$ cat src/rtl/ram_ctrl_pkg.sv
// Shared encodings for the RAM port controller: access sizes, FSM states,
// port owner and the zero-extension mask used on load data.
package ram_ctrl_pkg;

    localparam logic [1:0] SZ_BYTE = 2'b00;
    localparam logic [1:0] SZ_HALF = 2'b01;
    localparam logic [1:0] SZ_WORD = 2'b10;
    localparam logic [1:0] SZ_ILL  = 2'b11;

    typedef enum logic [1:0] {
        ST_IDLE   = 2'd0,
        ST_ACCESS = 2'd1,
        ST_RESP   = 2'd2
    } ram_ctrl_state_t;

    typedef enum logic {
        OWN_IF = 1'b0,
        OWN_D  = 1'b1
    } ram_owner_t;

    function automatic logic [31:0] size_mask(input logic [1:0] sz);
        case (sz)
            SZ_BYTE: size_mask = 32'h0000_00FF;
            SZ_HALF: size_mask = 32'h0000_FFFF;
            default: size_mask = 32'hFFFF_FFFF;
        endcase
    endfunction

endpackage

$ cat src/rtl/ram_port_ctrl_if.sv
// Requester (fetch + data) and memory-side signal bundle of ram_port_ctrl.
// master = requesters and memory; slave = the controller.
interface ram_port_ctrl_if;

    logic        if_req;
    logic [7:0]  if_addr;
    logic        if_ready;
    logic        if_rvalid;
    logic [31:0] if_rdata;

    logic        d_req;
    logic        d_rw;
    logic [1:0]  d_size;
    logic [7:0]  d_addr;
    logic [31:0] d_wdata;
    logic        d_ready;
    logic        d_rvalid;
    logic [31:0] d_rdata;
    logic        d_fault;

    logic        ram_enable;
    logic        ram_rw;
    logic [7:0]  ram_addr;
    logic [1:0]  ram_size;
    logic [31:0] ram_wdata;
    logic [31:0] ram_rdata;

    modport master (
        output if_req, if_addr, d_req, d_rw, d_size, d_addr, d_wdata, ram_rdata,
        input  if_ready, if_rvalid, if_rdata, d_ready, d_rvalid, d_rdata, d_fault,
        input  ram_enable, ram_rw, ram_addr, ram_size, ram_wdata
    );

    modport slave (
        input  if_req, if_addr, d_req, d_rw, d_size, d_addr, d_wdata, ram_rdata,
        output if_ready, if_rvalid, if_rdata, d_ready, d_rvalid, d_rdata, d_fault,
        output ram_enable, ram_rw, ram_addr, ram_size, ram_wdata
    );

endinterface

$ cat src/rtl/ram_arb_prio.sv
// Fetch/data tie-break: data normally wins, but after STARVE_MAX consecutive
// data grants with fetch waiting, fetch is forced through.
module ram_arb_prio #(
    parameter int STARVE_MAX = 4
) (
    input  logic clk,
    input  logic rst_n,
    input  logic arb_en_i,
    input  logic if_req_i,
    input  logic d_req_i,
    output logic gnt_if_o,
    output logic gnt_d_o
);

    localparam logic [3:0] SMAX = 4'(STARVE_MAX);

    logic [3:0] starve_cnt_q, starve_cnt_d;
    logic       starved;

    always_comb begin
        starved      = (starve_cnt_q == SMAX);
        gnt_d_o      = arb_en_i && d_req_i && !(if_req_i && starved);
        gnt_if_o     = arb_en_i && if_req_i && !gnt_d_o;
        starve_cnt_d = starve_cnt_q;
        // The count only means something while fetch is actually waiting.
        if (!if_req_i || gnt_if_o) begin
            starve_cnt_d = '0;
        end else if (gnt_d_o && !starved) begin
            starve_cnt_d = starve_cnt_q + 4'd1;
        end
    end

    always_ff @(posedge clk or negedge rst_n) begin
        if (!rst_n) begin
            starve_cnt_q <= '0;
        end else begin
            starve_cnt_q <= starve_cnt_d;
        end
    end

endmodule

$ cat src/rtl/ram_port_ctrl.sv
// Shares the single RAM256x8 port between fetch and data requesters with
// registered memory controls. Define RAM_ALIGN_CHECK_EN to reject misaligned accesses.
module ram_port_ctrl
    import ram_ctrl_pkg::*;
#(
    parameter int STARVE_MAX = 4
) (
    input logic            clk,
    input logic            rst_n,
    ram_port_ctrl_if.slave bus
);

    ram_ctrl_state_t state_q, state_d;
    ram_owner_t      owner_q, owner_d;
    logic            fault_q, fault_d;
    logic            ram_en_q, ram_en_d;
    logic            ram_rw_q, ram_rw_d;
    logic [7:0]      ram_addr_q, ram_addr_d;
    logic [1:0]      ram_size_q, ram_size_d;
    logic [31:0]     ram_wdata_q, ram_wdata_d;
    logic [31:0]     if_rdata_q, if_rdata_d;
    logic [31:0]     d_rdata_q, d_rdata_d;

    logic gnt_if, gnt_d;
    logic d_rej, if_rej;

`ifdef RAM_ALIGN_CHECK_EN
    assign d_rej  = (bus.d_size == SZ_ILL)
                 || ((bus.d_size == SZ_HALF) && bus.d_addr[0])
                 || ((bus.d_size == SZ_WORD) && (bus.d_addr[1:0] != 2'b00));
    assign if_rej = (bus.if_addr[1:0] != 2'b00);
`else
    assign d_rej  = (bus.d_size == SZ_ILL);
    assign if_rej = 1'b0;
`endif

    ram_arb_prio #(
        .STARVE_MAX(STARVE_MAX)
    ) u_arb (
        .clk      (clk),
        .rst_n    (rst_n),
        .arb_en_i (state_q == ST_IDLE),
        .if_req_i (bus.if_req),
        .d_req_i  (bus.d_req),
        .gnt_if_o (gnt_if),
        .gnt_d_o  (gnt_d)
    );

    always_comb begin
        state_d     = state_q;
        owner_d     = owner_q;
        fault_d     = fault_q;
        ram_en_d    = 1'b0;
        ram_rw_d    = ram_rw_q;
        ram_addr_d  = ram_addr_q;
        ram_size_d  = ram_size_q;
        ram_wdata_d = ram_wdata_q;
        if_rdata_d  = if_rdata_q;
        d_rdata_d   = d_rdata_q;

        case (state_q)
            ST_IDLE: begin
                // Memory controls load only here, so they are stable for all of ACCESS.
                if (gnt_d) begin
                    owner_d     = OWN_D;
                    fault_d     = d_rej;
                    ram_en_d    = !d_rej;
                    ram_rw_d    = bus.d_rw;
                    ram_addr_d  = bus.d_addr;
                    ram_size_d  = bus.d_size;
                    ram_wdata_d = bus.d_wdata;
                    state_d     = ST_ACCESS;
                end else if (gnt_if) begin
                    owner_d     = OWN_IF;
                    fault_d     = if_rej;
                    ram_en_d    = !if_rej;
                    ram_rw_d    = 1'b0;
                    ram_addr_d  = bus.if_addr;
                    ram_size_d  = SZ_WORD;
                    ram_wdata_d = '0;
                    state_d     = ST_ACCESS;
                end
            end
            ST_ACCESS: begin
                if (ram_en_q && !ram_rw_q) begin
                    state_d = ST_RESP;
                    if (owner_q == OWN_D) begin
                        d_rdata_d = bus.ram_rdata & size_mask(ram_size_q);
                    end else begin
                        if_rdata_d = bus.ram_rdata;
                    end
                end else begin
                    state_d = ST_IDLE;
                end
            end
            default: begin
                state_d = ST_IDLE;
            end
        endcase
    end

    always_ff @(posedge clk or negedge rst_n) begin
        if (!rst_n) begin
            state_q     <= ST_IDLE;
            owner_q     <= OWN_IF;
            fault_q     <= 1'b0;
            ram_en_q    <= 1'b0;
            ram_rw_q    <= 1'b0;
            ram_addr_q  <= '0;
            ram_size_q  <= '0;
            ram_wdata_q <= '0;
            if_rdata_q  <= '0;
            d_rdata_q   <= '0;
        end else begin
            state_q     <= state_d;
            owner_q     <= owner_d;
            fault_q     <= fault_d;
            ram_en_q    <= ram_en_d;
            ram_rw_q    <= ram_rw_d;
            ram_addr_q  <= ram_addr_d;
            ram_size_q  <= ram_size_d;
            ram_wdata_q <= ram_wdata_d;
            if_rdata_q  <= if_rdata_d;
            d_rdata_q   <= d_rdata_d;
        end
    end

    assign bus.ram_enable = ram_en_q;
    assign bus.ram_rw     = ram_rw_q;
    assign bus.ram_addr   = ram_addr_q;
    assign bus.ram_size   = ram_size_q;
    assign bus.ram_wdata  = ram_wdata_q;

    assign bus.if_ready  = (state_q == ST_ACCESS) && (owner_q == OWN_IF);
    assign bus.d_ready   = (state_q == ST_ACCESS) && (owner_q == OWN_D);
    assign bus.d_fault   = (state_q == ST_ACCESS) && (owner_q == OWN_D) && fault_q;
    assign bus.if_rvalid = (state_q == ST_RESP) && (owner_q == OWN_IF);
    assign bus.d_rvalid  = (state_q == ST_RESP) && (owner_q == OWN_D);
    assign bus.if_rdata  = if_rdata_q;
    assign bus.d_rdata   = d_rdata_q;

endmodule

$ cat src/flat_wrapper.sv
// flat-port wrapper written by rule: the top's interface ports become plain ports
module ram_port_ctrl_flat import ram_ctrl_pkg::*;
#(
    parameter int STARVE_MAX = 4
)
  (clk, rst_n, bus_if_req, bus_if_addr, bus_d_req, bus_d_rw, bus_d_size, bus_d_addr, bus_d_wdata, bus_ram_rdata, bus_if_ready, bus_if_rvalid, bus_if_rdata, bus_d_ready, bus_d_rvalid, bus_d_rdata, bus_d_fault, bus_ram_enable, bus_ram_rw, bus_ram_addr, bus_ram_size, bus_ram_wdata);
  ram_port_ctrl_if bus_i ();
  input logic clk;
  input logic rst_n;
  input wire logic [$bits(bus_i.if_req)-1:0] bus_if_req;
  input wire logic [$bits(bus_i.if_addr)-1:0] bus_if_addr;
  input wire logic [$bits(bus_i.d_req)-1:0] bus_d_req;
  input wire logic [$bits(bus_i.d_rw)-1:0] bus_d_rw;
  input wire logic [$bits(bus_i.d_size)-1:0] bus_d_size;
  input wire logic [$bits(bus_i.d_addr)-1:0] bus_d_addr;
  input wire logic [$bits(bus_i.d_wdata)-1:0] bus_d_wdata;
  input wire logic [$bits(bus_i.ram_rdata)-1:0] bus_ram_rdata;
  output wire logic [$bits(bus_i.if_ready)-1:0] bus_if_ready;
  output wire logic [$bits(bus_i.if_rvalid)-1:0] bus_if_rvalid;
  output wire logic [$bits(bus_i.if_rdata)-1:0] bus_if_rdata;
  output wire logic [$bits(bus_i.d_ready)-1:0] bus_d_ready;
  output wire logic [$bits(bus_i.d_rvalid)-1:0] bus_d_rvalid;
  output wire logic [$bits(bus_i.d_rdata)-1:0] bus_d_rdata;
  output wire logic [$bits(bus_i.d_fault)-1:0] bus_d_fault;
  output wire logic [$bits(bus_i.ram_enable)-1:0] bus_ram_enable;
  output wire logic [$bits(bus_i.ram_rw)-1:0] bus_ram_rw;
  output wire logic [$bits(bus_i.ram_addr)-1:0] bus_ram_addr;
  output wire logic [$bits(bus_i.ram_size)-1:0] bus_ram_size;
  output wire logic [$bits(bus_i.ram_wdata)-1:0] bus_ram_wdata;
  assign bus_i.if_req = bus_if_req;
  assign bus_i.if_addr = bus_if_addr;
  assign bus_i.d_req = bus_d_req;
  assign bus_i.d_rw = bus_d_rw;
  assign bus_i.d_size = bus_d_size;
  assign bus_i.d_addr = bus_d_addr;
  assign bus_i.d_wdata = bus_d_wdata;
  assign bus_i.ram_rdata = bus_ram_rdata;
  assign bus_if_ready = bus_i.if_ready;
  assign bus_if_rvalid = bus_i.if_rvalid;
  assign bus_if_rdata = bus_i.if_rdata;
  assign bus_d_ready = bus_i.d_ready;
  assign bus_d_rvalid = bus_i.d_rvalid;
  assign bus_d_rdata = bus_i.d_rdata;
  assign bus_d_fault = bus_i.d_fault;
  assign bus_ram_enable = bus_i.ram_enable;
  assign bus_ram_rw = bus_i.ram_rw;
  assign bus_ram_addr = bus_i.ram_addr;
  assign bus_ram_size = bus_i.ram_size;
  assign bus_ram_wdata = bus_i.ram_wdata;
  ram_port_ctrl #(.STARVE_MAX(STARVE_MAX)) u_core (.clk(clk), .rst_n(rst_n), .bus(bus_i));
endmodule
$ cat config.mk
export PLATFORM = sky130hd
export DESIGN_NAME = ram_port_ctrl_flat
export DESIGN_NICKNAME = d
export VERILOG_FILES = /design/src/rtl/ram_ctrl_pkg.sv /design/src/rtl/ram_port_ctrl_if.sv /design/src/rtl/ram_arb_prio.sv /design/src/rtl/ram_port_ctrl.sv /design/src/flat_wrapper.sv
export SDC_FILE = /design/constraint.sdc
export NUM_CORES = 1
export LEC_CHECK = 0
export ABC_CLOCK_PERIOD_IN_PS = 1500
export CAP_MARGIN = 20
export CORE_ASPECT_RATIO = 1.2
export CORE_MARGIN = 5
export CORE_UTILIZATION = 38
export CTS_CLUSTER_SIZE = 16
export DETAILED_ROUTE_END_ITERATION = 7
export MAX_ROUTING_LAYER = met4
export PLACE_DENSITY = 0.81
export SKIP_CTS_REPAIR_TIMING = 1
export SLEW_MARGIN = 20
export SYNTH_ARGS = -nofsm -noshare
export SYNTH_HDL_FRONTEND = slang
export SYNTH_SLANG_ARGS = --single-unit
export TNS_END_PERCENT = 10
$ cat constraint.sdc
create_clock -name clk -period 1.5 [get_ports clk]
set_clock_uncertainty 0.05 [all_clocks]
set_input_delay 0.225 -clock clk [delete_from_list [all_inputs] [get_ports clk]]
set_output_delay 0.225 -clock clk [all_outputs]
set_load 0.005 [all_outputs]
==> flow_summary_export.csv <==
group,metric,value,unit
run_status,outcome,"finished with violations",
run_status,violations,"setup timing",
grt,antenna_found_initial,0,
grt,grt_pass1_wl,20.6,mm
sta,finalSetupViolations,44,
layout,area_delta_synth_final,74.9,%
clock_tree,cts_made_buffers,17,
synth,ys_top_cells_by_count,"dfrtp_1, nand2_1, a22o_1",
clock_tree,clkSinkCount,116,
layout,drive_gt1_frac,0.215,
sta,timing.final.ws_setup,-0.166,ns
synth,synth.avg_cell_area,12.8,µm²
die,row_count,44,
synth,synthAdderAreaFrac,0.00540,
die,design.die.area,14500,µm²
synth,synthFlopType,"dfrtp_1",
setup_path,crit_path_end_kind,"output port",
layout,stdcell_count,762,
sta,worst_pin_slew,0.347,ns
routing,drtPass1Iterations,4,
layout,layout.nets,677,
setup_path,worst_setup_path_start_kind,"register",
synth,synth.distinct_cells,38,
clock_tree,cts_buffer_depth,2,
synth,synth_top_family_by_area,"compound AO/OA/AOI/OAI gates",
setup_path,startpoint,"u_core.state_q[0]",
pwr,p_int,11.8,mW
synth,synth_top_area_frac,0.626,
clock_tree,worstSkewPairLatency,0.40,ns
layout,nFillCells,816,
die,io_pins,200,
placement,port_buffers,199,
synth,synthMuxAreaShare,0.123,
synth,synth_area,4630,µm²
die,die_y,131,µm
synth,syn_inst,361,
layout,fin_area,8110,µm²
synth,synth-edff-count,0,
synth,synth_most_common_cell,"dfrtp_1",
placement,globalplace.congestion,0.759,
sta,fin_crit_sh,1.11,
routing,vias_per_cell,4.97,
setup_path,crit_type,"register to output port",
clock_tree,htree_levels,4,
setup_path,reg2reg_slack,-0.13,ns
setup_path,arrival,1.39,ns
routing,vias,3788,
sta,max_freq,600,MHz
sta,slew-limit-headroom,0.769,
placement,dp_hpwl,9.40,mm
setup_path,reg2reg_depth,5,
routing,drt-total-wl,14.4,mm
sta,slew_violations,0,
pwr,powerDensity,2070,nW/µm²
placement,placed_area,7020,µm²
placement,dpl.cell_count,722,
grt,overflow,0,
synth,synthArstFlopShare,1.00,
die,initial_utilization,0.384,
setup_path,timing.rr.end,"u_core.bus.if_rdata[17]",
synth,syn-num-nets,450,
routing,antenna_left,0,
synth,yosysWarnings,0,
pwr,ir_drop,0.000892,V
synth,synth_compound_gate_area_share,0.127,
synth,synthXorXnorAreaFrac,0,
setup_path,timing.rr.start,"u_core.state_q[0]",
die,fp.dieW,111,µm
flow_run,max_cap_viol_count,0,
setup_path,worstSetupEndpoint,"bus_d_fault",
clock_tree,clkTransAtPathRegs,0.05,ns
synth,synthSimpleGateAreaFrac,0.0888,
setup_path,cp_max_fo,4,
routing,drt_iter0_drc,118,
die,fp.coreArea,12100,µm²
pwr,comb_power_share,0.421,
synth,ys_seq_area_frac,0.626,
pwr,p_clk_frac,0.256,
pwr,p_leak,4.75,nW
clock_tree,cts-root-buf,"clkbuf_16",
sta,rsz0062_at_grt,"true",
grt,grt_pass1_vias,4042,
setup_path,crit_required,1.22,ns
grt,grt_max_degree,65,
sta,holdWs,0.317,ns
hold_path,min_path_type,"input port to asynchronous set/reset pin",
synth,synthTopCellsByArea,"dfrtp_1, mux2_4, a22o_1, nand2_1, o21ai_1",
routing,post_drt_wl_per_cell,18.9,µm
sta,post-route-min-period,1.67,ns
clock_tree,cts_tree,"done",
grt,grt_usage,0.184,
pwr,p_sw,4.95,mW
synth,yosysTopAreaCell,"dfrtp_1",
pwr,swShare,0.295,
sta,hold_violations,0,
routing,drc,0,
pwr,pwr-share-seq,0.324,
layout,antenna_cells,0,
synth,ys_ff_latch,116,
-- state kept, by name, indices dropped and copies added, names as in the netlist --
register / flops
u_core.bus.d_rdata: 32
u_core.bus.if_rdata: 32
u_core.bus.ram_addr: 8
u_core.bus.ram_enable: 1
u_core.bus.ram_rw: 1
u_core.bus.ram_size: 2
u_core.bus.ram_wdata: 32
u_core.fault_q: 1
u_core.owner_q: 1
u_core.state_q: 2
u_core.u_arb.starve_cnt_q: 4
-- power groups by stage --
stage | Sequential [mW] | Clock [mW] | Combinational [mW]
after CTS | 5.46 | 4.35 | 7.10
after detailed placement | 5.47 | 0 | 7.06
after global routing | 5.59 | 4.50 | 7.62
after global placement | 5.41 | 0 | 6.87
after floorplan | 5.50 | 0 | 2.79
final | 5.42 | 4.28 | 7.05
-- worst min path at each step --
stage | slack (ns) | cells after the start | end | startpoint
4_1_cts | -0.23 | 2 | u_core.bus.if_rdata[25] | rst_n
6_report | 0.32 | 3 | u_core.bus.if_rdata[25] | rst_n
3_3_place_gp | 0.20 | 2 | u_core.bus.if_rdata[25] | rst_n
3_5_place_dp | 0.20 | 2 | u_core.bus.if_rdata[25] | rst_n
2_1_floorplan | -0.12 | 0 | u_core.bus.d_rdata[0] | rst_n
5_1_grt | 0.31 | 3 | u_core.bus.ram_addr[2] | bus_if_addr[2]
-- layout make-up --
type	count	area [µm²]	share of cell area
Sequential cell	116	2900	0.358
Timing Repair Buffer	230	2680	0.330
Multi-Input combinational cell	220	1690	0.208
Clock buffer	23	478	0.0590
Tap cell	161	201	0.0248
Clock inverter	9	150	0.0185
Inverter	3	11.3	0.00139
-- cell usage in the layout, fill, tap and decap left out, types with 2 or more instances in the layout --
master,instances
dfrtp_1,116
dlymetal6s2s_1,109
clkdlybuf4s50_1,85
nand2_1,59
a22o_1,34
mux2_4,32
o21ai_1,24
clkbuf_16,21
buf_4,15
a21oi_2,10
buf_12,9
nor2_1,8
mux2_2,8
a21oi_1,6
o21ai_0,5
bufinv_16,4
buf_6,4
and2_1,3
clkinv_2,3
clkbuf_1,3
clkbuf_8,3
inv_1,2
and3_4,2
nand3_2,2
a21boi_0,2
nand3_1,2
clkinvlp_4,2
clkbuf_2,2
-- layer usage --
metal  track usage  vias to the layer above  routed length [µm]
li1              -                     1725                   -
met1         0.221                     1872                5800
met2         0.303                      174                7510
met3        0.0544                       17                 854
met4        0.0529                        0                 210
met5             -                        -                   0
-- worst max-delay path, stage by stage, from the launching register on --
cell,delay (ns)
dfrtp_1,0.39
and2b_2,0.23
buf_6,0.12
and3_4,0.14
buf_6,0.11
-- through the flow --
stage	setup slack [ns]	utilization	power, mW	TNS (ns)
floorplan	-0.0333	-	8.29	-1.55
global placement	-0.125	0.582	12.3	-5.25
detailed placement	-0.153	0.582	12.5	-7.26
CTS	-0.546	0.634	16.9	-13.39
global route	-0.213	0.672	17.7	-7.15
finish	-0.166	0.672	16.8	-3.77
-- kinds of logic after synthesis --
kind of cell               after synthesis
AOI/OAI and AO/OA                       87
and+or+nand+nor                         91
DFF                                    116
muxes                                   40
buffers and inverters                   25
adders and majority gates                2
Power figures use the tool's default switching activity.
